===== src/rtl/rv64g_l2_pkg.sv =====
// ----------------------------------------------------------------------------
// rv64g_l2_pkg
// Shared definitions for the L2 probe unit: TileLink B/C opcodes used by the
// probe flow, probe cap encodings and the probe FSM state type.
// ----------------------------------------------------------------------------
package rv64g_l2_pkg;

   localparam logic [2:0] TlProbe        = 3'd6;
   localparam logic [2:0] TlProbeAck     = 3'd4;
   localparam logic [2:0] TlProbeAckData = 3'd5;

   localparam logic [1:0] CapToT = 2'd0;
   localparam logic [1:0] CapToB = 2'd1;
   localparam logic [1:0] CapToN = 2'd2;

   typedef enum logic [1:0] {
      StIdle,
      StSend,
      StWait,
      StDone
   } probe_state_e;

   function automatic logic is_probe_ack(input logic [2:0] opcode);
      return (opcode == TlProbeAck) || (opcode == TlProbeAckData);
   endfunction

endpackage


===== src/rtl/rv64g_l2_probe_unit_if.sv =====
// ----------------------------------------------------------------------------
// rv64g_l2_probe_unit_if
// TileLink channel B (Probe, unit -> L1) and channel C (ProbeAck[Data],
// L1 -> unit) signals of the L2 probe unit.
//   master : the probe unit (drives B payload/valid and C ready)
//   slave  : the L1 side (drives B ready and C payload/valid)
// ----------------------------------------------------------------------------
interface rv64g_l2_probe_unit_if #(
   parameter int unsigned ADDR_W = 64,
   parameter int unsigned CORES  = 4,
   localparam int unsigned CID_W = (CORES > 1) ? $clog2(CORES) : 1
);

   logic              b_valid;
   logic              b_ready;
   logic [2:0]        b_opcode;
   logic [1:0]        b_param;
   logic [ADDR_W-1:0] b_address;
   logic [CID_W-1:0]  b_core;

   logic              c_valid;
   logic              c_ready;
   logic [2:0]        c_opcode;
   logic [CID_W-1:0]  c_core;
   logic              c_last;

   modport master (
      output b_valid, b_opcode, b_param, b_address, b_core,
      input  b_ready,
      input  c_valid, c_opcode, c_core, c_last,
      output c_ready
   );

   modport slave (
      input  b_valid, b_opcode, b_param, b_address, b_core,
      output b_ready,
      output c_valid, c_opcode, c_core, c_last,
      input  c_ready
   );

endinterface


===== src/rtl/rv64g_l2_prio_enc.sv =====
// ----------------------------------------------------------------------------
// rv64g_l2_prio_enc
// Lowest-set-bit priority encoder.
//   req_i : request vector
//   idx_o : index of the lowest set bit (0 when none set)
//   any_o : at least one bit set
// ----------------------------------------------------------------------------
module rv64g_l2_prio_enc #(
   parameter int unsigned N = 4,
   parameter int unsigned W = (N > 1) ? $clog2(N) : 1
) (
   input  logic [N-1:0] req_i,
   output logic [W-1:0] idx_o,
   output logic         any_o
);

   // Scan high to low so the lowest set bit is the last one written.
   always_comb begin
      idx_o = '0;
      for (int i = N - 1; i >= 0; i--) begin
         if (req_i[i]) idx_o = W'(i);
      end
   end

   assign any_o = |req_i;

endmodule


===== src/rtl/rv64g_l2_probe_unit.sv =====
// ----------------------------------------------------------------------------
// rv64g_l2_probe_unit
// Probe issuer/collector downstream of the L2 MSHR. On start it latches the
// pending-probe mask, issues one Probe per masked core on channel B (lowest
// core first), collects ProbeAck/ProbeAckData on channel C, reports per-core
// acks to the MSHR and pulses done_o once every probed core has answered.
//   clk, rst_n          clock, asynchronous active-low reset
//   start_*_i           round request (sampled only while idle)
//   busy_o              round in progress
//   set_probes_o,
//   probes_mask_o       MSHR probe-mask load, same cycle as start_i
//   probe_ack_o,
//   probe_ack_id_o      per-core ack to the MSHR
//   tl_io               TileLink B/C channels (master side)
//   done_o, dirty_o     round-complete pulse; dirty_o = any ProbeAckData seen
//   err_o               unexpected C message pulse
// ----------------------------------------------------------------------------
module rv64g_l2_probe_unit
   import rv64g_l2_pkg::*;
#(
   parameter int unsigned ADDR_W = 64,
   parameter int unsigned CORES  = 4,
   localparam int unsigned CID_W = (CORES > 1) ? $clog2(CORES) : 1
) (
   input  logic                      clk,
   input  logic                      rst_n,
   input  logic                      start_i,
   input  logic [ADDR_W-1:0]         start_addr_i,
   input  logic [CORES-1:0]          start_mask_i,
   input  logic [1:0]                start_cap_i,
   output logic                      busy_o,
   output logic                      set_probes_o,
   output logic [CORES-1:0]          probes_mask_o,
   output logic                      probe_ack_o,
   output logic [CID_W-1:0]          probe_ack_id_o,
   rv64g_l2_probe_unit_if.master     tl_io,
   output logic                      done_o,
   output logic                      dirty_o,
   output logic                      err_o
);

   probe_state_e      state_q, state_d;
   logic [CORES-1:0]  to_send_q, to_send_d;
   logic [CORES-1:0]  outstanding_q, outstanding_d;
   logic              dirty_q, dirty_d;
   logic [ADDR_W-1:0] addr_q, addr_d;
   logic [1:0]        cap_q, cap_d;

   logic [CID_W-1:0]  tgt_core;
   logic              tgt_any;
   logic [CORES-1:0]  b_onehot, c_onehot;
   logic              in_round, b_valid, b_fire, c_fire, c_end, ack_ok;

   rv64g_l2_prio_enc #(
      .N (CORES),
      .W (CID_W)
   ) u_prio_enc (
      .req_i (to_send_q),
      .idx_o (tgt_core),
      .any_o (tgt_any)
   );

   assign in_round = (state_q == StSend) || (state_q == StWait);
   assign b_valid  = (state_q == StSend) && tgt_any;
   assign b_fire   = b_valid && tl_io.b_ready;
   assign b_onehot = CORES'(1) << tgt_core;
   assign c_onehot = CORES'(1) << tl_io.c_core;
   assign c_fire   = tl_io.c_valid && in_round;
   assign c_end    = c_fire && tl_io.c_last;

   // An ack is accepted only from a core that was probed and has not yet
   // answered; a core still waiting for its Probe cannot legally respond.
   assign ack_ok = c_end && is_probe_ack(tl_io.c_opcode)
                   && |(outstanding_q & c_onehot)
                   && !(|(to_send_q & c_onehot));

   always_comb begin
      state_d       = state_q;
      to_send_d     = to_send_q;
      outstanding_d = outstanding_q;
      dirty_d       = dirty_q;
      addr_d        = addr_q;
      cap_d         = cap_q;
      set_probes_o  = 1'b0;
      probes_mask_o = '0;
      done_o        = 1'b0;
      dirty_o       = 1'b0;

      unique case (state_q)
         StIdle: begin
            if (start_i) begin
               set_probes_o  = 1'b1;
               probes_mask_o = start_mask_i;
               addr_d        = start_addr_i;
               cap_d         = start_cap_i;
               to_send_d     = start_mask_i;
               outstanding_d = start_mask_i;
               dirty_d       = 1'b0;
               state_d       = (start_mask_i == '0) ? StDone : StSend;
            end
         end
         StSend, StWait: begin
            if (b_fire) to_send_d = to_send_q & ~b_onehot;
            if (ack_ok) outstanding_d = outstanding_q & ~c_onehot;
            if (c_fire && (tl_io.c_opcode == TlProbeAckData)) dirty_d = 1'b1;
            if (to_send_d == '0) begin
               state_d = (outstanding_d == '0) ? StDone : StWait;
            end else begin
               state_d = StSend;
            end
         end
         StDone: begin
            done_o  = 1'b1;
            dirty_o = dirty_q;
            state_d = StIdle;
         end
      endcase
   end

   always_ff @(posedge clk or negedge rst_n) begin
      if (!rst_n) begin
         state_q       <= StIdle;
         to_send_q     <= '0;
         outstanding_q <= '0;
         dirty_q       <= 1'b0;
         addr_q        <= '0;
         cap_q         <= '0;
      end else begin
         state_q       <= state_d;
         to_send_q     <= to_send_d;
         outstanding_q <= outstanding_d;
         dirty_q       <= dirty_d;
         addr_q        <= addr_d;
         cap_q         <= cap_d;
      end
   end

   assign busy_o          = (state_q != StIdle);
   assign probe_ack_o     = ack_ok;
   assign probe_ack_id_o  = ack_ok ? tl_io.c_core : '0;
   assign err_o           = c_end && !ack_ok;

   assign tl_io.b_valid   = b_valid;
   assign tl_io.b_opcode  = b_valid ? TlProbe : 3'd0;
   assign tl_io.b_param   = cap_q;
   assign tl_io.b_address = addr_q;
   assign tl_io.b_core    = tgt_core;
   assign tl_io.c_ready   = in_round;

endmodule


===== src/flat_wrapper.sv =====
// flat-port wrapper written by rule: the top's interface ports become plain ports
module rv64g_l2_probe_unit_flat import rv64g_l2_pkg::*;
#(
   parameter int unsigned ADDR_W = 64,
   parameter int unsigned CORES  = 4,
   localparam int unsigned CID_W = (CORES > 1) ? $clog2(CORES) : 1
)
  (clk, rst_n, start_i, start_addr_i, start_mask_i, start_cap_i, busy_o, set_probes_o, probes_mask_o, probe_ack_o, probe_ack_id_o, done_o, dirty_o, err_o, tl_io_b_valid, tl_io_b_opcode, tl_io_b_param, tl_io_b_address, tl_io_b_core, tl_io_b_ready, tl_io_c_valid, tl_io_c_opcode, tl_io_c_core, tl_io_c_last, tl_io_c_ready);
  rv64g_l2_probe_unit_if #(.ADDR_W(ADDR_W), .CORES(CORES)) tl_io_i ();
  input  logic clk;
  input  logic rst_n;
  input  logic start_i;
  input  logic [ADDR_W-1:0] start_addr_i;
  input  logic [CORES-1:0] start_mask_i;
  input  logic [1:0] start_cap_i;
  output logic busy_o;
  output logic set_probes_o;
  output logic [CORES-1:0] probes_mask_o;
  output logic probe_ack_o;
  output logic [CID_W-1:0] probe_ack_id_o;
  output logic done_o;
  output logic dirty_o;
  output logic err_o;
  output wire logic [$bits(tl_io_i.b_valid)-1:0] tl_io_b_valid;
  output wire logic [$bits(tl_io_i.b_opcode)-1:0] tl_io_b_opcode;
  output wire logic [$bits(tl_io_i.b_param)-1:0] tl_io_b_param;
  output wire logic [$bits(tl_io_i.b_address)-1:0] tl_io_b_address;
  output wire logic [$bits(tl_io_i.b_core)-1:0] tl_io_b_core;
  input wire logic [$bits(tl_io_i.b_ready)-1:0] tl_io_b_ready;
  input wire logic [$bits(tl_io_i.c_valid)-1:0] tl_io_c_valid;
  input wire logic [$bits(tl_io_i.c_opcode)-1:0] tl_io_c_opcode;
  input wire logic [$bits(tl_io_i.c_core)-1:0] tl_io_c_core;
  input wire logic [$bits(tl_io_i.c_last)-1:0] tl_io_c_last;
  output wire logic [$bits(tl_io_i.c_ready)-1:0] tl_io_c_ready;
  assign tl_io_b_valid = tl_io_i.b_valid;
  assign tl_io_b_opcode = tl_io_i.b_opcode;
  assign tl_io_b_param = tl_io_i.b_param;
  assign tl_io_b_address = tl_io_i.b_address;
  assign tl_io_b_core = tl_io_i.b_core;
  assign tl_io_i.b_ready = tl_io_b_ready;
  assign tl_io_i.c_valid = tl_io_c_valid;
  assign tl_io_i.c_opcode = tl_io_c_opcode;
  assign tl_io_i.c_core = tl_io_c_core;
  assign tl_io_i.c_last = tl_io_c_last;
  assign tl_io_c_ready = tl_io_i.c_ready;
  rv64g_l2_probe_unit #(.ADDR_W(ADDR_W), .CORES(CORES)) u_core (.clk(clk), .rst_n(rst_n), .start_i(start_i), .start_addr_i(start_addr_i), .start_mask_i(start_mask_i), .start_cap_i(start_cap_i), .busy_o(busy_o), .set_probes_o(set_probes_o), .probes_mask_o(probes_mask_o), .probe_ack_o(probe_ack_o), .probe_ack_id_o(probe_ack_id_o), .tl_io(tl_io_i), .done_o(done_o), .dirty_o(dirty_o), .err_o(err_o));
endmodule

===== config.mk =====
export PLATFORM = sky130hd
export DESIGN_NAME = rv64g_l2_probe_unit_flat
export DESIGN_NICKNAME = d
export VERILOG_FILES = /design/src/rtl/rv64g_l2_pkg.sv /design/src/rtl/rv64g_l2_probe_unit_if.sv /design/src/rtl/rv64g_l2_prio_enc.sv /design/src/rtl/rv64g_l2_probe_unit.sv /design/src/flat_wrapper.sv
export SDC_FILE = /design/constraint.sdc
export NUM_CORES = 1
export LEC_CHECK = 0
export CELL_PAD_IN_SITES_DETAIL_PLACEMENT = 1
export CELL_PAD_IN_SITES_GLOBAL_PLACEMENT = 2
export CORE_MARGIN = 4
export CORE_UTILIZATION = 25
export CTS_BUF_LIST = sky130_fd_sc_hd__clkbuf_8 sky130_fd_sc_hd__clkbuf_16
export DETAILED_ROUTE_END_ITERATION = 7
export GPL_ROUTABILITY_DRIVEN = 0
export PLACE_DENSITY = 0.86
export RECOVER_POWER = 50
export SYNTH_ARGS = -nofsm -noshare
export SYNTH_HDL_FRONTEND = slang
export SYNTH_SLANG_ARGS = --single-unit

===== constraint.sdc =====
create_clock -name clk -period 2.1 [get_ports clk]
set_clock_uncertainty 0.05 [all_clocks]
set_input_delay 0.42 -clock clk [delete_from_list [all_inputs] [get_ports clk]]
set_output_delay 0.42 -clock clk [all_outputs]
set_load 0.03 [all_outputs]

==> impl_results.md <==
* Largest stage delay on the critical path at 0.47 ns
* Final hold slack at 0.4350 ns
* Leakage power at 2.489 nW
* Chip Height at 125.9 um
* Mapped Nets at 348
* Post-synthesis sequential area ratio at 0.5542
* Layout area overhead at 70.03%
* CTS buffer count at 9
* Crit share post-route at 1.121
* Layout cells sized above 1 at 0.2677
* Synth area leader: dfrtp_1
* Synth Area in Adders at 0.01080
* Largest net degree at the start of global routing at 68
* Hold Fails Final Rpt at 0
* HP Class: flop to flop
* Nets@finish at 546
* Synth area leaders: dfrtp_1, mux2_2, mux2_1
* Pwr per Cell Area at 1706 mW/mm2
* HP Start: u_core.tl_io.b_address[2]
* Total track usage at 0.1432
* Worst vdd rail ir drop at 516.6 uV
* Min-Delay Path Depth at 1
* Final worst slack at -0.2539 ns
* Place WS at -0.8024 ns
* Worst path cell trace: clkdlybuf4s50_1, buf_4, a2111oi_4, buf_4, and2_4, buf_6
* Max FO, Critical Path at 5
* Worst EP arrival at 1.88 ns
* Dominant cell by count in the synthesized netlist: dfrtp_1
* First drt pass iteration count at 4
* Worst R2R Setup Slack at 0.02 ns
* DP Wirelength at 8468 um
* Clock Path Buffers at 2
* Post-route insts no fill at 643
* Slew headroom at 0.5815
* Synth Area in XOR/XNOR at 0
* First-pass GRT wire length at 17,820 um
* Total chip power at 10.08 mW
* Number of global-route vias before repair at 3,142
* CTS Root Cell: clkbuf_16
* WL per Instance at 17.53 um
* Io pins at 166
* Compound-gate portion of the synthesized area at 0.09968
* Placed cell count at 619
* Setup violators final at 9
* Initial Utilization at 0.2585
* Core Rows at 42
* Post-Syn Area per Cell at 13.17 um2
* Total Wirelength at 11,270 um
* ANT cells at 0
* CTS tree: built
* Grt total ovfl at 0
* Critical Path Most Common Cell: buf_4
* Worst path slowest cell: clkdlybuf4s50_1
* Crit. End Element: output port
* Slew Limit Fails at 0
* Largest family of logic cells by synthesized area: multiplexers
* H-Tree Depth at 3
* DR iter-0 viols at 117
* Drc violations at 0
* RSZ-0062 raised after global routing: true
* Max cap viols at 0
* Chip Width at 125.9 um
* Fmax at 0.4248 GHz
* Commonest cells in the netlist: dfrtp_1, mux2_2, mux2_1, o21ai_0, inv_1
* Post-synth top flop: dfrtp_1
* Core area at 0.01345 mm2
* Area share of the largest cell type after synthesis at 0.5542
* Worst r2r path cells at 8
* Synthesized area at 0.003477 mm2
* # port buffers at 164
* Via density at 4.566
* CP Launch Point: tl_io_c_core[1]
* Final ANT Viol Nets at 0
* Post-synth EDFFs at 0
* Post-synthesis register bit count at 77
* Simple-gate share of the synthesized area at 0.06261
* Clk slew on worst S/H paths at 0.05 ns
* Data required time of the critical path at 1.63 ns
* Worst Tran Pin Value at 0.6278 ns
* Die area at 0.01586 mm2
* R2R Path Start: u_core.to_send_q[0]
* Status: complete, but fails checks
* Crit path kind: input port to output port
* Vias post-DR at 2,936
* Mux cell area share after synthesis at 0.2195
* Initial antenna violation count at 0
* Violated checks: negative setup slack
* Syn Inst Count at 264
* Clk sink count at 77
* Synth unique cells at 48
* CP Launch Type: input port
* Final min period at 2.354 ns
* Warnings from Yosys at 0
* Synth async-reset ratio at 1.000
* Final core utilization at 0.4395
* Skew-Pair Late Insertion Delay at 0.33 ns
cell families (layout without fill, tap and decap cells):
logic type / count (synthesis) / count (layout)
AOI/OAI and AO/OA: 47 / 47
adders and majority gates: 3 / 3
buffers and inverters: 32 / 235
DFF: 77 / 77
muxes: 68 / 68
other: 1 / 1
and+or+nand+nor: 36 / 36
flip-flops by register name, indices dropped and copies added (netlist names):
signal and flops:
u_core.to_send_q 4, u_core.tl_io.b_address 64, u_core.state_q 2, u_core.dirty_q 1, u_core.tl_io.b_param 2, u_core.outstanding_q 4
cell type report:
class / count / area (um2)
Timing Repair Buffer: 206 / 1994
Tap cell: 176 / 220.2
Multi-Input combinational cell: 155 / 1428
Inverter: 13 / 48.80
Clock inverter: 7 / 67.56
Sequential cell: 77 / 1928
Fill cell: 1458 / 7541
Clock buffer: 9 / 225.2
final timing paths:
path | to
max | probe_ack_id_o[1]
max reg2reg | u_core.state_q[0]
min in group asynchronous | u_core.tl_io.b_address[39]
min | u_core.tl_io.b_address[2]
max in group asynchronous | u_core.to_send_q[0]
min reg2reg | u_core.tl_io.b_address[2]
power breakdown:
group,switching (mW),internal [mW],total (mW)
Clock,0.624,0.916,1.54
Sequential,0.391,2.24,2.63
Combinational,3.16,2.76,5.92
Total,4.17,5.91,10.1
worst max-delay path, delay by kind of cell:
kind | cells | cell delay (ns)
AOI/OAI and AO/OA | 1 | 0.36
and+or+nand+nor | 1 | 0.14
buffers and inverters | 4 | 0.96
per-stage QoR:
step	setup TNS (ns)	cell area, um2
after floorplan	-0.8502	3502
after global placement	-2.231	5523
after detailed placement	-2.607	5523
after CTS	-1.429	5894
after global routing	-2.205	5912
final	-1.543	5912
what timing repair did:
item	4_1_cts	5_1_grt
setup buffers	4	4
resized for setup	40	22
hold buffers	1	0
endpoints found under the hold margin	10	0
endpoints found under the setup margin	12	16
pin swaps	5	6
placed cells by master, fill, tap and decap left out, types with 2 or more instances in the layout:
cell type	n
ha_1	2
buf_4	39
clkbuf_16	9
o21ai_0	15
nor2_1	3
inv_1	13
clkdlybuf4s50_1	144
o31ai_1	2
clkbuf_1	2
dlygate4sd2_1	2
mux2_2	37
nand2_1	8
a22o_1	7
o32a_1	2
and3_1	4
buf_12	4
a21oi_1	2
dfrtp_1	76
o41ai_1	3
inv_2	2
and2_4	2
o21ai_1	4
mux2_1	29
nand2b_1	2
clkbuf_2	2
buf_6	12
mux2i_1	2
layer usage:
metal  vias up  track usage  wire length, um
met5         -            0                0
met4         0      0.05804              219
met1      1459       0.1754             4790
li1       1347            -                -
met2       113       0.2429             5661
met3        17      0.03387              600
Power figures use the tool's default switching activity.
